<file path="src/rtl/axi_slice_if.sv">
// -----------------------------------------------------------------------------
// axi_slice_if
// Single-channel AXI-style valid/ready handshake bundle.
//   valid : beat offered by the master side
//   ready : beat accepted by the slave side
//   data  : payload, DATA_WIDTH bits
// Modports:
//   master : drives valid/data, observes ready
//   slave  : observes valid/data, drives ready
// -----------------------------------------------------------------------------
interface axi_slice_if #(
   parameter int DATA_WIDTH = 64
);
   logic                  valid;
   logic                  ready;
   logic [DATA_WIDTH-1:0] data;

   modport master (output valid, output data, input ready);
   modport slave  (input valid, input data, output ready);
endinterface

</file>
<file path="src/rtl/axi_slice_buffer.sv">
// -----------------------------------------------------------------------------
// axi_slice_buffer
// One AXI channel buffer slice built on an internal circular buffer.
// MODE 0 = bypass wires, 1 = registered, 2 = fall-through.
// Ports:
//   clk_i         : clock, all state updates on rising edge
//   rst_i         : synchronous active-high reset
//   flush_i       : synchronous drop of all stored entries
//   i_up          : upstream handshake (slave side: valid/data in, ready out)
//   o_dn          : downstream handshake (master side: valid/data out, ready in)
//   count_o       : number of stored entries
//   almost_full_o : count_o >= THRESHOLD
// -----------------------------------------------------------------------------
module axi_slice_buffer #(
   parameter int DATA_WIDTH = 64,
   parameter int DEPTH      = 2,
   parameter int MODE       = 1,
   parameter int THRESHOLD  = DEPTH - 1
) (
   input  logic                       clk_i,
   input  logic                       rst_i,
   input  logic                       flush_i,
   axi_slice_if.slave                 i_up,
   axi_slice_if.master                o_dn,
   output logic [$clog2(DEPTH+1)-1:0] count_o,
   output logic                       almost_full_o
);
   localparam int CW = $clog2(DEPTH + 1);
   localparam int PW = (DEPTH > 1) ? $clog2(DEPTH) : 1;

   if (DATA_WIDTH < 1 || DEPTH < 1 || MODE < 0 || MODE > 2 ||
       THRESHOLD < 1 || THRESHOLD > DEPTH) begin : g_bad_params
      $error("axi_slice_buffer: illegal parameter set");
   end

   function automatic logic [PW-1:0] next_ptr(input logic [PW-1:0] p);
      return (p == PW'(DEPTH - 1)) ? '0 : p + PW'(1);
   endfunction

   logic [DATA_WIDTH-1:0] r_mem [DEPTH];
   logic [PW-1:0]         r_wptr;
   logic [PW-1:0]         r_rptr;
   logic [CW-1:0]         r_count;

   logic                  w_empty;
   logic                  w_full;
   logic                  w_block;
   logic                  w_ready_up;
   logic                  w_thru;
   logic                  w_valid_dn;
   logic [DATA_WIDTH-1:0] w_data_dn;
   logic                  w_push;
   logic                  w_pop;
   logic                  w_store;
   logic                  w_unstore;

   assign w_empty    = (r_count == '0);
   assign w_full     = (r_count == CW'(DEPTH));
   // Reset and flush both close the slice in the same cycle so nothing moves.
   assign w_block    = rst_i | flush_i;
   assign w_ready_up = ~w_block & ~w_full;
   // Fall-through: an empty buffer presents the incoming beat directly.
   assign w_thru     = (MODE == 2) && w_empty && i_up.valid;
   assign w_valid_dn = ~w_block & (~w_empty | w_thru);
   assign w_data_dn  = (MODE == 2 && w_empty) ? i_up.data : r_mem[r_rptr];

   assign w_push     = i_up.valid & w_ready_up;
   assign w_pop      = w_valid_dn & o_dn.ready;
   // A fall-through beat taken downstream in the same cycle is never stored,
   // and popping it does not consume a stored entry.
   assign w_store    = w_push & ~(w_thru & o_dn.ready);
   assign w_unstore  = w_pop & ~w_empty;

   assign i_up.ready    = (MODE == 0) ? o_dn.ready : w_ready_up;
   assign o_dn.valid    = (MODE == 0) ? i_up.valid : w_valid_dn;
   assign o_dn.data     = (MODE == 0) ? i_up.data  : w_data_dn;
   assign count_o       = (MODE == 0 || rst_i) ? '0 : r_count;
   assign almost_full_o = (MODE != 0) && !rst_i && (r_count >= CW'(THRESHOLD));

   always_ff @(posedge clk_i) begin
      if (rst_i || flush_i) begin
         r_wptr  <= '0;
         r_rptr  <= '0;
         r_count <= '0;
      end else begin
         if (w_store)   r_wptr <= next_ptr(r_wptr);
         if (w_unstore) r_rptr <= next_ptr(r_rptr);
         r_count <= r_count + CW'(w_store) - CW'(w_unstore);
      end
   end

   // Storage is deliberately left out of reset.
   always_ff @(posedge clk_i) begin
      if (w_store) r_mem[r_wptr] <= i_up.data;
   end

   a_no_underflow: assert property (@(posedge clk_i) disable iff (rst_i)
      !(w_unstore && w_empty));
   a_no_overflow: assert property (@(posedge clk_i) disable iff (rst_i)
      !(w_store && w_full) && (r_count <= CW'(DEPTH)));
endmodule
</file>
<file path="src/flat_wrapper.sv">
// flat-port wrapper written by rule: the top's interface ports become plain ports
module axi_slice_buffer_flat 
#(
   parameter int DATA_WIDTH = 64,
   parameter int DEPTH      = 2,
   parameter int MODE       = 1,
   parameter int THRESHOLD  = DEPTH - 1
)
  (clk_i, rst_i, flush_i, count_o, almost_full_o, i_up_valid, i_up_data, i_up_ready, o_dn_valid, o_dn_data, o_dn_ready);
  axi_slice_if #(.DATA_WIDTH(DATA_WIDTH)) i_up_i ();
  axi_slice_if #(.DATA_WIDTH(DATA_WIDTH)) o_dn_i ();
  input  logic clk_i;
  input  logic rst_i;
  input  logic flush_i;
  output logic [$clog2(DEPTH+1)-1:0] count_o;
  output logic almost_full_o;
  input wire logic [$bits(i_up_i.valid)-1:0] i_up_valid;
  input wire logic [$bits(i_up_i.data)-1:0] i_up_data;
  output wire logic [$bits(i_up_i.ready)-1:0] i_up_ready;
  output wire logic [$bits(o_dn_i.valid)-1:0] o_dn_valid;
  output wire logic [$bits(o_dn_i.data)-1:0] o_dn_data;
  input wire logic [$bits(o_dn_i.ready)-1:0] o_dn_ready;
  assign i_up_i.valid = i_up_valid;
  assign i_up_i.data = i_up_data;
  assign i_up_ready = i_up_i.ready;
  assign o_dn_valid = o_dn_i.valid;
  assign o_dn_data = o_dn_i.data;
  assign o_dn_i.ready = o_dn_ready;
  axi_slice_buffer #(.DATA_WIDTH(DATA_WIDTH), .DEPTH(DEPTH), .MODE(MODE), .THRESHOLD(THRESHOLD)) u_core (.clk_i(clk_i), .rst_i(rst_i), .flush_i(flush_i), .i_up(i_up_i), .o_dn(o_dn_i), .count_o(count_o), .almost_full_o(almost_full_o));
endmodule
</file>
<file path="config.mk">
export PLATFORM = sky130hd
export DESIGN_NAME = axi_slice_buffer_flat
export DESIGN_NICKNAME = d
export VERILOG_FILES = /design/src/rtl/axi_slice_if.sv /design/src/rtl/axi_slice_buffer.sv /design/src/flat_wrapper.sv
export SDC_FILE = /design/constraint.sdc
export NUM_CORES = 1
export LEC_CHECK = 0
export ABC_AREA = 0
export BUFFER_PORTS_ARGS = -buffer_cell sky130_fd_sc_hd__buf_2
export CORE_ASPECT_RATIO = 0.7
export CORE_MARGIN = 10
export CORE_UTILIZATION = 45
export DETAILED_ROUTE_END_ITERATION = 6
export PLACE_DENSITY = 0.7
export REMOVE_ABC_BUFFERS = 1
export SYNTH_ARGS = -nofsm -noshare
export SYNTH_HDL_FRONTEND = slang
export SYNTH_SLANG_ARGS = --single-unit
</file>
<file path="constraint.sdc">
create_clock -name clk_i -period 4.27 [get_ports clk_i]
set_clock_uncertainty 0.2 [all_clocks]
set_input_delay 0.2135 -clock clk_i [delete_from_list [all_inputs] [get_ports clk_i]]
set_output_delay 0.2135 -clock clk_i [all_outputs]
set_load 0.02 [all_outputs]
</file>
==> flow_metrics.py, run 1 <==
metrics = {
    "grt": {
        "grt_usage": 0.1398,
        "grt-ovfl-total": 0,
        "grt_max_degree": 53,
        "grt_first_pass_wirelength_um": 17390,
        "antenna_found_initial": 1,
        "grt_pass1_vias": 3212,
    },
    "worst_setup_path": {
        "cp_data_arrival_time_ns": 2.31,
        "critical_path.slowest_cell": "dfxtp_4",
        "crit_type": "flop to output port",
        "path_cells": "buf_4 > mux2_4 > buf_2",
        "timing.rr.end": "u_core.r_mem[0][34]$_DFFE_PP_",
        "end_kind": "output port",
        "r2r-start": "u_core.r_count[0]$_SDFF_PP0_",
        "crit_end": "o_dn_data[26]",
        "slowest_delay_ns": 0.98,
        "start_kind": "flop",
        "path_max_fanout": 52,
        "r2r_slack_ns": 2.05,
        "ff2ff_path_depth": 4,
        "crit_required_ns": 3.86,
    },
    "synth": {
        "synth_top_cell_by_area": "edfxtp_1",
        "synth.area.top_cells": "edfxtp_1 74%, mux2_4 17%, buf_12 2.3%",
        "syn-cell-area_um2": 5205,
        "avgSynthCellArea_um2": 22.24,
        "synth_cell_type_count": 20,
        "yosysWarnings": 0,
        "synthCells": 234,
        "synth_top_area_share": 0.7385,
        "yosysSeqAreaShare": 0.7577,
        "ys_ff_latch": 133,
    },
    "timing": {
        "fin_crit_ns": 2.725,
        "worstMarginPinSlew_ns": 0.9818,
        "slew_headroom": 0.3455,
        "period_share": 0.6382,
        "tns_ns": 0,
        "final-setup-viol-count": 0,
        "grt_setup_unrepaired": "no",
        "timing.fmax_mhz": 366.9,
        "fin_ws_ns": 1.545,
        "final_hold_viol_count": 0,
        "slew_violations": 0,
        "whs_ns": 0.1073,
    },
    "cells_and_area": {
        "area_delta_synth_final_pct": 41.13,
        "drive_gt1_frac": 0.5171,
        "final_util": 0.6576,
        "fill_cells": 775,
        "nNetsFinal": 526,
    },
    "pwr": {
        "power_leakage_nw": 2.890,
        "totalPowerFinal_mw": 3.251,
        "power_density_nw_per_um2": 442.5,
        "ir_drop_v": 0.0003243,
    },
    "route": {
        "drc": 0,
        "ant_nets": 0,
        "dr.first_iter.drc_count": 162,
        "wirelength_um": 11260,
        "drt-wirelength-per-cell_um": 18.10,
        "first_pass_iters": 6,
        "avgViaCountPerCell": 4.690,
        "vias": 2917,
    },
    "cts": {
        "cts_buffers": 17,
        "cts_buffer_depth": 2,
        "clkLatencyLatePin_ns": 0.40,
        "tritoncts": "done",
        "clk_pin_slew_ns": 0.05,
        "htreeDepth": 4,
        "cts.repair.resized": 0,
        "cts.root.buffer_cell": "clkbuf_16",
        "clock-sinks": 133,
    },
    "place": {
        "gp_congestion": 0.7908,
        "dp_slack_ns": 1.937,
        "place_hpwl_um": 7221,
        "io_buffers": 137,
    },
    "floorplan": {
        "rows": 32,
        "fp.dieW_um": 148.5,
        "coreArea_um2": 11170,
        "die_area_um2": 16340,
        "start_util": 0.4659,
        "fp.dieH_um": 110.0,
        "io_pins": 138,
    },
    "run_status": {
        "status": "finished, final reports clean",
    },
    "job": {
        "maxCapViolations": 0,
    },
    "hold_path": {
        "holdCritPathClass": "primary input to flop",
    },
}
[cell usage in the layout (no fill, tap or decap)]
cell           Yosys  final
nor3_1             4      4
dfxtp_4            0      1
edfxtp_1         128    128
o21ai_0            2      2
dlygate4sd3_1      0     68
mux2_2             4      4
bufinv_16          0      5
xnor2_1            2      2
clkbuf_8           0      3
clkbuf_16          0     17
o211ai_1           1      1
inv_1              4      4
buf_2              0    137
clkinvlp_4         0      3
xor2_1             1      1
nor2_4             1      2
nand3_1            1      1
dfxtp_1            5      4
nor2_1             4      3
clkinv_2           0      2
nand2b_1           1      1
clkinv_4           0      2
diode_2            0      1
mux2_4            60     60
and2_1             4      3
and2_2             0      1
buf_4              0      5
nor2b_1            2      2
ha_1               2      2
[cells in the mapped netlist]
library cell	count
dfxtp_1	5
o211ai_1	1
nand3_1	1
nor3_1	4
nor2b_1	2
buf_6	1
ha_1	2
edfxtp_1	128
and2_1	4
inv_1	4
nand2b_1	1
mux2_2	4
nor2_4	1
o21ai_0	2
clkbuf_2	1
mux2_4	60
xnor2_1	2
buf_12	6
nor2_1	4
xor2_1	1
[registers in the layout (all words and copies together) (netlist names), named ones only]
register,count
u_core.r_count,2
u_core.r_mem,128
u_core.r_wptr,1
u_core.r_rptr,1
[metal layers]
metal,GRT usage,vias to the layer above,part of all wire
li1,-,1364,-
met1,0.1656,1419,0.43
met2,0.2217,119,0.46
met3,0.06107,15,0.095
met4,0.05712,0,0.011
met5,0,-,0
[worst max-delay path: cells and delay by family (launching register included)]
family                 cells  cell delay (ns)
muxes                      1             0.34
buffers and inverters      2             0.57
DFF                        1             0.98
[worst min path at each step]
stage	start	slack, ns	cells after the start	to
2_1_floorplan	rst_i	0.09	1	flop
3_3_place_gp	i_up_data[20]	0.20	1	u_core.r_mem[0][20]$_DFFE_PP_
3_5_place_dp	i_up_data[55]	0.20	1	u_core.r_mem[0][55]$_DFFE_PP_
4_1_cts	o_dn_ready	0.07	4	flop
5_1_grt	o_dn_ready	0.17	4	flop
6_report	o_dn_ready	0.11	4	flop
[power by group]
| group | internal, mW | total (mW) | switching [mW] |
|---|---|---|---|
| clock network | 1.08 | 1.60 | 0.515 |
| registers | 1.46 | 1.47 | 0.00896 |
| logic | 0.102 | 0.188 | 0.0855 |
| total | 2.64 | 3.25 | 0.609 |
[layout make-up]
type | count | area [um^2] | area share
well taps | 153 | 191.4 | 0.02606
clock inverters | 12 | 200.2 | 0.02725
inverters | 4 | 15.01 | 0.002044
diodes | 1 | 2.502 | 0.0003407
flip-flops and latches | 133 | 3948 | 0.5374
repair buffers | 210 | 1404 | 0.1911
multi-input cells | 89 | 1119 | 0.1523
clock buffers | 20 | 466.7 | 0.06353
[logic make-up after synthesis]
group           after synthesis  share of synthesized area
flops                       133                     0.7577
mux                          64                     0.1817
simple gates                 17                    0.01827
buf+inv                      12                    0.02909
compound gates                3                   0.003366
xor+xnor                      3                   0.005049
fa+ha+maj                     2                   0.004807
[through the flow]
step	cells	area, um^2
floorplan	226	5069
global placement	521	5996
detailed placement	521	5996
CTS	621	7343
global route	622	7346
finish	622	7346
[repair_timing]
action                                  in CTS  in global routing
endpoints found under the setup margin       0                  0
hold buffers                                68                  0
buffers inserted                             0                  0
endpoints found under the hold margin      133                  0
(Power assumes the default switching activity.)
==> run 2: changes to the inputs <==
- PLACE_DENSITY: 0.7 -> 0.73
- clock period: 4.27 -> 2.45 ns (I/O delays scaled with it)
==> run 2 against run 1 <==
Sequential power increased by 73%. Die area stayed put. Global-route usage about the same. Wire length is essentially flat. Sequential share of layout area decreased by 0.064 points. Core utilization grew 0.078 points. Flip-flop and latch count stayed put. Clock power is 69% higher. Clock-buffer cell count is 1 lower. Non-clock buffer count unchanged. Register-to-register slack got worse by 1.6 ns. Cell count down 0.16%. Largest cell class unchanged. Highest routed layer unchanged.
==> flow_metrics.py, run 2 (synthesis results as in run 1) <==
metrics = {
    "worst_setup_path": {
        "end_kind": "output port",
        "cp_data_arrival_time_ns": 1.74,
        "start_kind": "flop",
        "r2r-start": "u_core.r_count[1]$_SDFF_PP0_",
        "path_max_fanout": 14,
        "crit_required_ns": 2.13,
        "crit_type": "flop to output port",
    },
    "cells_and_area": {
        "largest_reg_flops": 128,
        "antenna_cells": 0,
        "drive_gt1_frac": 0.5107,
        "final_common_cell": "buf_2",
        "final_util": 0.6584,
        "top_register": "u_core.r_mem",
        "area_delta_synth_final_pct": 41.30,
        "top_regs": "u_core.r_mem x128, u_core.r_count x2",
        "stdcell_count": 621,
        "layout_common_cells": "137 x buf_2, 128 x edfxtp_1, 68 x dlygate4sd3_1",
        "nNetsFinal": 526,
    },
    "route": {
        "drc": 0,
        "ant_nets": 0,
        "drt-wirelength-per-cell_um": 18.14,
        "wirelength_um": 11260,
        "first_pass_iters": 4,
        "dr.first_iter.drc_count": 155,
        "vias": 2883,
        "avgViaCountPerCell": 4.643,
    },
    "cts": {
        "tritoncts": "done",
        "cts_buffer_depth": 2,
        "cts.repair.resized": 0,
        "post-cts-setup-buffers": 0,
        "clk_pin_slew_ns": 0.06,
        "cts_buffers": 17,
        "postCtsHoldBufs": 68,
        "clock-sinks": 133,
        "htreeDepth": 4,
        "cts.root.buffer_cell": "clkbuf_16",
        "clkLatencyLatePin_ns": 0.40,
    },
    "pwr": {
        "power_leakage_nw": 2.889,
        "power_density_nw_per_um2": 760.8,
        "ir_drop_v": 0.0005516,
    },
    "grt": {
        "grt-ovfl-total": 0,
        "antenna_found_initial": 0,
        "grt_first_pass_wirelength_um": 17440,
        "grt_usage": 0.1396,
        "grt_pass1_vias": 3275,
        "grt_max_degree": 65,
    },
    "floorplan": {
        "fp.dieH_um": 110.0,
        "die_area_um2": 16340,
        "start_util": 0.4659,
        "io_pins": 138,
        "fp.dieW_um": 148.5,
        "coreArea_um2": 11170,
        "rows": 32,
    },
    "place": {
        "place_hpwl_um": 6924,
        "gp_congestion": 0.7690,
        "io_buffers": 137,
        "place_inst": 521,
    },
    "hold_path": {
        "holdCritPathClass": "primary input to flop",
        "min_from": "o_dn_ready",
    },
    "timing": {
        "slew_headroom": 0.7431,
        "fin_crit_ns": 2.060,
        "timing.fmax_mhz": 485.4,
        "period_share": 0.8409,
        "slew_violations": 0,
        "final-setup-viol-count": 0,
        "final_hold_viol_count": 0,
        "grt_setup_unrepaired": "no",
        "worstMarginPinSlew_ns": 0.3854,
    },
    "run_status": {
        "status": "finished, final reports clean",
    },
    "job": {
        "maxCapViolations": 0,
    },
}
-- run 2: changes by cell type in the layout (fill, tap and decap cells not counted), moves of 2 or more --
cell | previous run | this run
clkinv_4 | 2 | 4
buf_4 | 5 | 2
buf_12 | 0 | 3
clkbuf_1 | 0 | 2
clkbuf_8 | 3 | 0
clkinvlp_4 | 3 | 1
-- run 2: critical path: stages (launching register included) --
cell,delay [ns]
dfxtp_4,0.46
buf_4,0.31
mux2_2,0.39
buf_2,0.16
-- run 2: routing by layer --
metal	vias to the layer above	routed length [um]	GRT usage
met3	10	1087	0.06963
met4	0	87	0.04443
met5	-	0	0
met2	115	5336	0.2220
met1	1399	4749	0.1641
li1	1359	-	-
-- run 2: worst paths after layout --
path	endpoint	slack (ns)	cells after the start
max	o_dn_data[45]	0.39	3
min	flop	0.05	4
max reg2reg	u_core.r_count[1]$_SDFF_PP0_	0.44	9
min reg2reg	u_core.r_wptr$_SDFFE_PP0P_	0.39	1
-- run 2: per-stage QoR --
| step | setup WS [ns] | instance area, um^2 | power, mW | TNS (ns) | hold WS [ns] |
|---|---|---|---|---|---|
| 2_1_floorplan | -1.483 | 5069 | 2.721 | -168.20 | -0.0007059 |
| 3_3_place_gp | 0.5928 | 6035 | 2.836 | 0 | 0.1096 |
| 3_5_place_dp | 0.4376 | 6035 | 2.846 | 0 | 0.1136 |
| 4_1_cts | 0.3662 | 7355 | 5.629 | 0 | 0.006317 |
| 5_1_grt | 0.3057 | 7355 | 5.780 | 0 | 0.06472 |
| 6_report | 0.3899 | 7355 | 5.595 | 0 | 0.04673 |
-- run 2: cell type report --
type | instances | area (um^2)
Timing Repair Buffer | 210 | 1441
Sequential cell | 133 | 3948
Multi-Input combinational cell | 89 | 1120
Fill cell | 749 | 3816
Clock buffer | 19 | 432.9
Inverter | 4 | 15.01
Tap cell | 153 | 191.4
Clock inverter | 13 | 206.4
-- run 2: where the power goes --
part | internal [mW] | switching, mW | total (mW)
sequential | 2.54 | 0.0124 | 2.55
clock | 1.80 | 0.908 | 2.71
combinational | 0.179 | 0.152 | 0.331
total | 4.52 | 1.07 | 5.60
